==> src/rtl/id_operand_stage.sv <==
// Decode-stage operand unit: register file, load-use bubble control and the ID/EX pipeline register.
// Optional build macro WB_BYPASS_EN: write-through of the WB port into captured operands.
module id_operand_stage #(
  parameter int unsigned NBITS      = 32,
  parameter int unsigned NREG_BITS  = 5,
  parameter int unsigned LOAD_DELAY = 1
) (
  input  logic                 i_clk,
  input  logic                 i_rst,
  input  logic                 i_valid,
  input  logic [NBITS-1:0]     i_pc,
  input  logic [NREG_BITS-1:0] i_rs_sel,
  input  logic [NREG_BITS-1:0] i_rt_sel,
  input  logic [NREG_BITS-1:0] i_rd_sel,
  input  logic                 i_flg_reg_wr_en,
  input  logic                 i_flg_mem_rd,
  input  logic                 i_flush,
  input  logic                 i_ex_stall,
  input  logic [NREG_BITS-1:0] i_wb_rd_sel,
  input  logic                 i_wb_wr_en,
  input  logic [NBITS-1:0]     i_wb_data,
  output logic                 o_stall,
  output logic                 o_valid,
  output logic [NBITS-1:0]     o_pc,
  output logic [NBITS-1:0]     o_rs_data,
  output logic [NBITS-1:0]     o_rt_data,
  output logic [NREG_BITS-1:0] o_rs,
  output logic [NREG_BITS-1:0] o_rt,
  output logic [NREG_BITS-1:0] o_rd,
  output logic                 o_flg_reg_wr_en,
  output logic                 o_flg_mem_rd
);

  localparam int unsigned NREG  = 1 << NREG_BITS;
  localparam int unsigned CNT_W = 3;
  // First HOLD count: the RUN cycle that detects the hazard already emits one bubble.
  localparam logic [CNT_W-1:0] HOLD_INIT = (LOAD_DELAY > 1) ? CNT_W'(LOAD_DELAY - 2) : '0;

  typedef enum logic {ST_RUN = 1'b0, ST_HOLD = 1'b1} state_e;

  state_e               state_q, state_d;
  logic [CNT_W-1:0]     cnt_q, cnt_d;
  logic                 valid_q, valid_d;
  logic [NBITS-1:0]     pc_q, pc_d;
  logic [NBITS-1:0]     rs_data_q, rs_data_d;
  logic [NBITS-1:0]     rt_data_q, rt_data_d;
  logic [NREG_BITS-1:0] rs_q, rs_d;
  logic [NREG_BITS-1:0] rt_q, rt_d;
  logic [NREG_BITS-1:0] rd_q, rd_d;
  logic                 wr_en_q, wr_en_d;
  logic                 mem_rd_q, mem_rd_d;

  logic [NBITS-1:0]     rf_q [NREG];
  logic [NBITS-1:0]     rs_rd_c, rt_rd_c;
  logic                 wb_we_c, haz_c, bubble_c;

  assign wb_we_c = i_wb_wr_en && (i_wb_rd_sel != '0);

  // Register file read ports; r0 is hard-wired to zero.
  always_comb begin
    rs_rd_c = (i_rs_sel == '0) ? '0 : rf_q[i_rs_sel];
    rt_rd_c = (i_rt_sel == '0) ? '0 : rf_q[i_rt_sel];
`ifdef WB_BYPASS_EN
    if (wb_we_c && (i_wb_rd_sel == i_rs_sel)) rs_rd_c = i_wb_data;
    if (wb_we_c && (i_wb_rd_sel == i_rt_sel)) rt_rd_c = i_wb_data;
`endif
  end

  assign haz_c = i_valid && valid_q && mem_rd_q && (rd_q != '0) &&
                 ((rd_q == i_rs_sel) || (rd_q == i_rt_sel));
  assign bubble_c = ((state_q == ST_RUN) && haz_c) || (state_q == ST_HOLD);
  assign o_stall  = !i_rst && !i_flush && (i_ex_stall || bubble_c);

  // Next-state: flush > EX stall > bubble > normal capture.
  always_comb begin
    state_d   = state_q;
    cnt_d     = cnt_q;
    valid_d   = valid_q;
    pc_d      = pc_q;
    rs_data_d = rs_data_q;
    rt_data_d = rt_data_q;
    rs_d      = rs_q;
    rt_d      = rt_q;
    rd_d      = rd_q;
    wr_en_d   = wr_en_q;
    mem_rd_d  = mem_rd_q;
    if (i_flush) begin
      state_d  = ST_RUN;
      cnt_d    = '0;
      valid_d  = 1'b0;
      wr_en_d  = 1'b0;
      mem_rd_d = 1'b0;
    end else if (i_ex_stall) begin
      state_d = state_q;
    end else if (bubble_c) begin
      valid_d  = 1'b0;
      wr_en_d  = 1'b0;
      mem_rd_d = 1'b0;
      if (state_q == ST_RUN) begin
        if (LOAD_DELAY > 1) begin
          state_d = ST_HOLD;
          cnt_d   = HOLD_INIT;
        end
      end else if (cnt_q == '0) begin
        state_d = ST_RUN;
      end else begin
        cnt_d = cnt_q - CNT_W'(1);
      end
    end else begin
      valid_d   = i_valid;
      pc_d      = i_pc;
      rs_data_d = rs_rd_c;
      rt_data_d = rt_rd_c;
      rs_d      = i_rs_sel;
      rt_d      = i_rt_sel;
      rd_d      = i_rd_sel;
      wr_en_d   = i_valid && i_flg_reg_wr_en;
      mem_rd_d  = i_valid && i_flg_mem_rd;
    end
  end

  always_ff @(posedge i_clk) begin
    if (i_rst) begin
      state_q   <= ST_RUN;
      cnt_q     <= '0;
      valid_q   <= 1'b0;
      pc_q      <= '0;
      rs_data_q <= '0;
      rt_data_q <= '0;
      rs_q      <= '0;
      rt_q      <= '0;
      rd_q      <= '0;
      wr_en_q   <= 1'b0;
      mem_rd_q  <= 1'b0;
      for (int i = 0; i < NREG; i++) rf_q[i] <= '0;
    end else begin
      state_q   <= state_d;
      cnt_q     <= cnt_d;
      valid_q   <= valid_d;
      pc_q      <= pc_d;
      rs_data_q <= rs_data_d;
      rt_data_q <= rt_data_d;
      rs_q      <= rs_d;
      rt_q      <= rt_d;
      rd_q      <= rd_d;
      wr_en_q   <= wr_en_d;
      mem_rd_q  <= mem_rd_d;
      // WB writes land even while ID/EX is stalled or flushed.
      if (wb_we_c) rf_q[i_wb_rd_sel] <= i_wb_data;
    end
  end

  assign o_valid         = valid_q;
  assign o_pc            = pc_q;
  assign o_rs_data       = rs_data_q;
  assign o_rt_data       = rt_data_q;
  assign o_rs            = rs_q;
  assign o_rt            = rt_q;
  assign o_rd            = rd_q;
  assign o_flg_reg_wr_en = wr_en_q;
  assign o_flg_mem_rd    = mem_rd_q;

endmodule

==> config.mk <==
export PLATFORM = sky130hd
export DESIGN_NAME = id_operand_stage
export DESIGN_NICKNAME = d
export VERILOG_FILES = /design/src/rtl/id_operand_stage.sv
export SDC_FILE = /design/constraint.sdc
export NUM_CORES = 2
export LEC_CHECK = 0
export BUFFER_PORTS_ARGS = -buffer_cell sky130_fd_sc_hd__buf_2
export CAP_MARGIN = 20
export CORE_ASPECT_RATIO = 2
export CORE_MARGIN = 10
export CORE_UTILIZATION = 37
export CTS_BUF_LIST = sky130_fd_sc_hd__clkbuf_8
export CTS_CLUSTER_SIZE = 20
export DETAILED_ROUTE_END_ITERATION = 10
export PLACE_DENSITY_LB_ADDON = 0.08
export SLEW_MARGIN = 15
export SYNTH_ARGS = -nofsm -noshare
export SYNTH_HDL_FRONTEND = slang
export SYNTH_SLANG_ARGS = --single-unit
==> constraint.sdc <==
create_clock -name i_clk -period 6.4 [get_ports i_clk]
set_input_delay 0.32 -clock i_clk [delete_from_list [all_inputs] [get_ports i_clk]]
set_output_delay 0.32 -clock i_clk [all_outputs]
set_load 0.05 [all_outputs]
# ---- Yosys cells after proc, flatten, opt, wreduce, memory -nomap -nowiden
# Memories as Yosys holds them, arrays and structs flattened.
# Index checks and enable logic that the tools add are counted.
dict set report classes {
  bitwise 5
  addsub 1
  muxes 15
  n_eq_ne 2
  reduce_logical 25
}
# operator n
set ops {}
lappend ops {{32-bit 2-to-1 mux} 3}
lappend ops {{32-bit OR reduction} 1}
lappend ops {{1-bit 2-to-1 mux} 11}
lappend ops {{5-bit equality test} 2}
lappend ops {{1-bit logical AND} 10}
lappend ops {{5-bit zero test} 2}
lappend ops {{5-bit nonzero test} 2}
lappend ops {{5-bit 2-to-1 mux} 1}
lappend ops {{1-bit NOT} 5}
lappend ops {{4-bit AND reduction} 1}
lappend ops {{3-bit zero test} 1}
lappend ops {{1-bit logical OR} 3}
lappend ops {{3-bit AND reduction} 1}
lappend ops {{3-bit by 1-bit subtractor with 3-bit output, second input constant} 1}
lappend ops {{1-bit zero test} 2}
lappend ops {{2-bit AND reduction} 1}
lappend ops {{2-bit OR reduction} 1}
dict set report word_totals {
  ramBits 1024
  memories 1
  wordCells 60
  out_inout_bits 115
  regBits 118
}
# name depth width read_ports rd_clocked_by_memory_dff write_ports line
set memory_table {}
lappend memory_table {rf_q 32 32 2 0 32 53} ;# logic [NBITS-1:0] rf_q [NREG];

# ---- Depth between registers and ports, before layout
dict set report logic_depth {
  word_depth 8
  depth_mapped 10
  depth_no_buf 6
}

# ---- Least setup slack after synthesis
# No wires, ideal clock.
dict set report synth_timing {
  path_type {input to register}
  from {input port i_rs_sel[1]}
  to {register rs_data_q[27] (netlist: o_rs_data[27])}
  required_ns 6.283
  t_arrival_ns 2.217
  n_path_buf 2
  cell_stages 6
  path_slack_ns 4.066
  setup_time_ns 0.117
  cell_sequence {buf_2 > buf_1 > mux4_2 > mux4_2 > mux2_2 > a22o_1}
}
dict set report synth_between {
  elab_chain_cells 7
  word_cells_on_any_way 10
  cone_classes {eq/ne (1); mux (1); bitwise (1); reduce/logical (6); memory (1)}
}
# element line
set synth_rtl {}
lappend synth_rtl {{start: declaration} 12} ;# input logic [NREG_BITS-1:0] i_rs_sel,
lappend synth_rtl {{parallel branches: the longest is 7 deep, another holds memory 32 x 32 bit} --}
lappend synth_rtl {{end signal: assignment} 141} ;# rs_data_q <= rs_data_d;
lappend synth_rtl {{end: declaration} 45} ;# logic [NBITS-1:0] rs_data_q, rs_data_d;
# Parallel ways; which one is timed is not known.
# A chain may end at the register's enable or synchronous reset.

==> results.md <==
- WL per Instance: 35.4 microns
- Initial DRT Pass Iterations: 8
- Rows: 210
- TritonCTS clock tree: built
- # resized after CTS: 0
- Switching share of power: 28.2%
- CP Buf/Inv Count: 4
- Root buffer cell: clkbuf_8
- Worst Hold Depth: 2
- Number of distinct library cells after synthesis: 41
- Least-Margin Pin Slew: 1.14 ns
- GPL Wtd Cong: 0.812
- Synth Warn #: 0
- Endpoints failing hold: 0
- FF+latch area: 33100 sq um
- R2R cell count: 7
- # IOs: 207
- Largest cells by area after synthesis: edfxtp_1 (50%), mux4_2 (19%), and2_1 (10%), mux2i_1 (4.6%), dfxtp_1 (3.9%)
- Final wirelength: 236 mm
- Congestion Overflow GR: 0
- First-pass GRT wire length: 330 mm
- WP depth: 8
- Post-synthesis cell count: 4277
- Crit Reg-Reg Startpoint: o_rd[4]$_SDFFE_PP0P_
- IO buf count: 206
- Post-DR vias/cell: 6.00
- Area of the multi-input gates: 26400 sq um
- Clk_lat worst skew: 0.91 ns
- GRT Util Overall: 25.4%
- Clock power frac: 35.5%
- Mean post-synth cell area: 14.3 sq um
- Post-synth top area cell: edfxtp_1
- H-tree depth: 4
- Compound-Gate Fraction of Synth Area: 4.49%
- CP dominant cell by count: buf_4
- Post-CTS setup buffer count: 0
- Family with the most delay on the worst path: simple AND/OR/NAND/NOR gates
- Final setup fails: 0
- Chip width: 307 microns
- DRC violation count after routing: 0
- Final Net Count: 4497
- Final Max Tran Viols: 0
- Combinational fraction of design power: 13.7%
- Clock transition at path regs: 0.07 ns
- P per Cell Area: 255 nW/um^2
- Dpl cells: 6273
- Share of the synthesized area in the top cell type: 50.4%
- Critical path launch point: i_rst
- Commonest cells in the netlist: edfxtp_1 (1024), and2_1 (992), mux4_2 (522), clkbuf_1 (325), mux2i_1 (283)
- Simple-gate share of the synthesized area: 13.9%
- # fillers: 15.1k
- Reg2Reg Setup Slack: 3.04 ns
- Vias in the first global route: 42.2k
- Reg power frac: 50.8%
- Post-Synth XOR/XNOR Area: 0.158%
- Total power: 17.4 mW
- Worst slew margin: 24.1%
- Post-synth EDFFs: 1024
- Hold slack: 0.0913 ns
- RSZ-0062 raised after global routing: false
- Setup CP Type: primary input to flip-flop
- Minimum clock period: 3.79 ns
- CTS buffer count: 184
- Lkg Pwr: 24.3 nW
- Max Cap Viol: 0
- Critical path's slowest cell: or2_2
- Area growth syn-to-layout: 11.8%
- Non-Filler Instances: 6667
- DIE AREA: 183000 sq um
- Maximum fanout along the worst path: 33
- Seq/Total Area, Yosys: 54.3%
- Initial antenna violation count: 17
- Area share of fa/ha/maj cells after synthesis: 0.0410%
- Post-synthesis cell area: 61000 sq um
- Reg2reg end: o_rs_data[16]$_SDFFE_PP0P_
- Asr flop ratio synth: 0%
- Largest net degree at the start of global routing: 104
- Worst EP arrival: 4.30 ns
- CTS Hold Buffers Added: 62
- Most frequent cell after synthesis: edfxtp_1
- Hold Crit Class: primary input to flip-flop
- Combinational family with the most area after synthesis: multiplexers
- VDD IR-drop max: 0.000172 V
- Fraction of layout instances using a drive strength above 1: 25.0%
- Hpwl dp: 146 mm
- Worst stage delay on the critical path: 0.76 ns
- Tcrit/Tclk final: 59.2%
- Sum Neg Setup Slack: 0 ns
- Vias: 40.0k
- Ys flop type: edfxtp_1
- Initial core utilization: 37.2%
- Net Sw Power: 4.92 mW
- Worst setup SP type: primary input
- Crit. End Element: flip-flop
- Outcome: finished clean
- Setup Skew: 0.0826 ns
- CP required: 6.91 ns
- Post-synthesis mux area share: 24.0%
- Die H: 594 microns
- Post-layout util: 41.6%
- Post-route ant nets: 0
- Pint: 12.5 mW
- Max Root-Sink Buffers: 4
- Yosys reg bits: 1142
- Critical path cell sequence: dlygate4sd3_1 -> buf_6 -> nor2b_1 -> nand3_1 -> nor2_4 -> buf_4 -> or2_2 -> buf_4
- Iter 0 DRT Violations: 3653
- Core Region: 164000 sq um
- CP endpoint: rf_q[23][22]$_SDFFCE_PN0P_
- Fmax: 264 MHz
- Clock sink count: 1142
==> registers in the layout, indices dropped and copies added, names as in the netlist <==
register / flops
cnt_q: 3
o_rs_data: 32
state_q: 1
o_pc: 32
o_rt: 5
o_rd: 5
rf_q: 1024
o_flg_mem_rd: 1
o_rs: 5
o_rt_data: 32
o_flg_reg_wr_en: 1
o_valid: 1
==> power groups by stage <==
stage          Clock, mW  Sequential (mW)  Combinational [mW]
2_1_floorplan          0             8.99                1.39
3_3_place_gp           0             8.99                2.37
4_1_cts             6.32             8.85                2.41
5_1_grt             6.58             8.88                2.51
6_report            6.18             8.85                2.40
3_5_place_dp           0             9.00                2.37
==> per-layer routing <==
metal  track usage (%)  vias up  wire length [microns]
met3              3.77      468                  13400
li1                  -    16700                      -
met2              46.1     1586                 126000
met4              9.67        6                   9170
met1              29.7    21300                  87600
met5                 0        -                     39
==> cell type report <==
cell class / instances / area share, %
inverters: 4 / 0.0220
multi-input cells: 2706 / 38.8
clock buffers: 202 / 4.07
flip-flops and latches: 1142 / 48.5
well taps: 2120 / 3.89
clock inverters: 123 / 0.873
repair buffers: 365 / 3.83
diodes: 5 / 0.0183
==> metrics by stage <==
step / setup WS, ns / area [sq um]
floorplan: 4.07 / 61100
global placement: 2.34 / 64100
detailed placement: 2.30 / 64200
CTS: 2.68 / 68200
global route: 2.58 / 68200
finish: 2.61 / 68200
==> cell families after synthesis <==
kind of cell / Yosys count
and+or+nand+nor: 1480
DFF: 1142
muxes: 810
buffers and inverters: 460
AOI/OAI and AO/OA: 371
xor gates and xnor gates: 11
adders and majority gates: 2
other: 1
==> worst reg2reg max path: stages, from the launching register on <==
cell,delay (ns)
dfxtp_1,0.55
xnor2_1,0.14
nand3_1,0.10
o22ai_1,0.12
a211oi_1,0.74
and2_2,0.99
buf_4,0.43
a32o_1,0.21
==> cells in the final DEF (no fill, tap or decap), types with 89 or more instances in the layout <==
cell	instances
clkbuf_8	202
nand4_1	118
o22ai_1	119
buf_2	197
nor2_1	89
dfxtp_1	118
mux4_2	522
edfxtp_1	1024
nand2_1	180
and2_1	992
mux2i_1	283
==> how the worst min path moves through the flow <==
stage,slack [ns],from,endpoint
6_report,0.09,i_wb_data[11],rf_q[7][11]$_SDFFCE_PN0P_
4_1_cts,0.007,i_wb_data[21],rf_q[11][21]$_SDFFCE_PN0P_
3_3_place_gp,0.44,o_rt_data[21]$_SDFFE_PP0P_,o_rt_data[21]$_SDFFE_PP0P_
5_1_grt,0.08,i_wb_data[14],rf_q[11][14]$_SDFFCE_PN0P_
3_5_place_dp,0.45,o_rt_data[16]$_SDFFE_PP0P_,o_rt_data[16]$_SDFFE_PP0P_
2_1_floorplan,0.45,state_q$_SDFFE_PN0P_,state_q$_SDFFE_PN0P_
No activity file was read; power rests on OpenSTA's default activity.
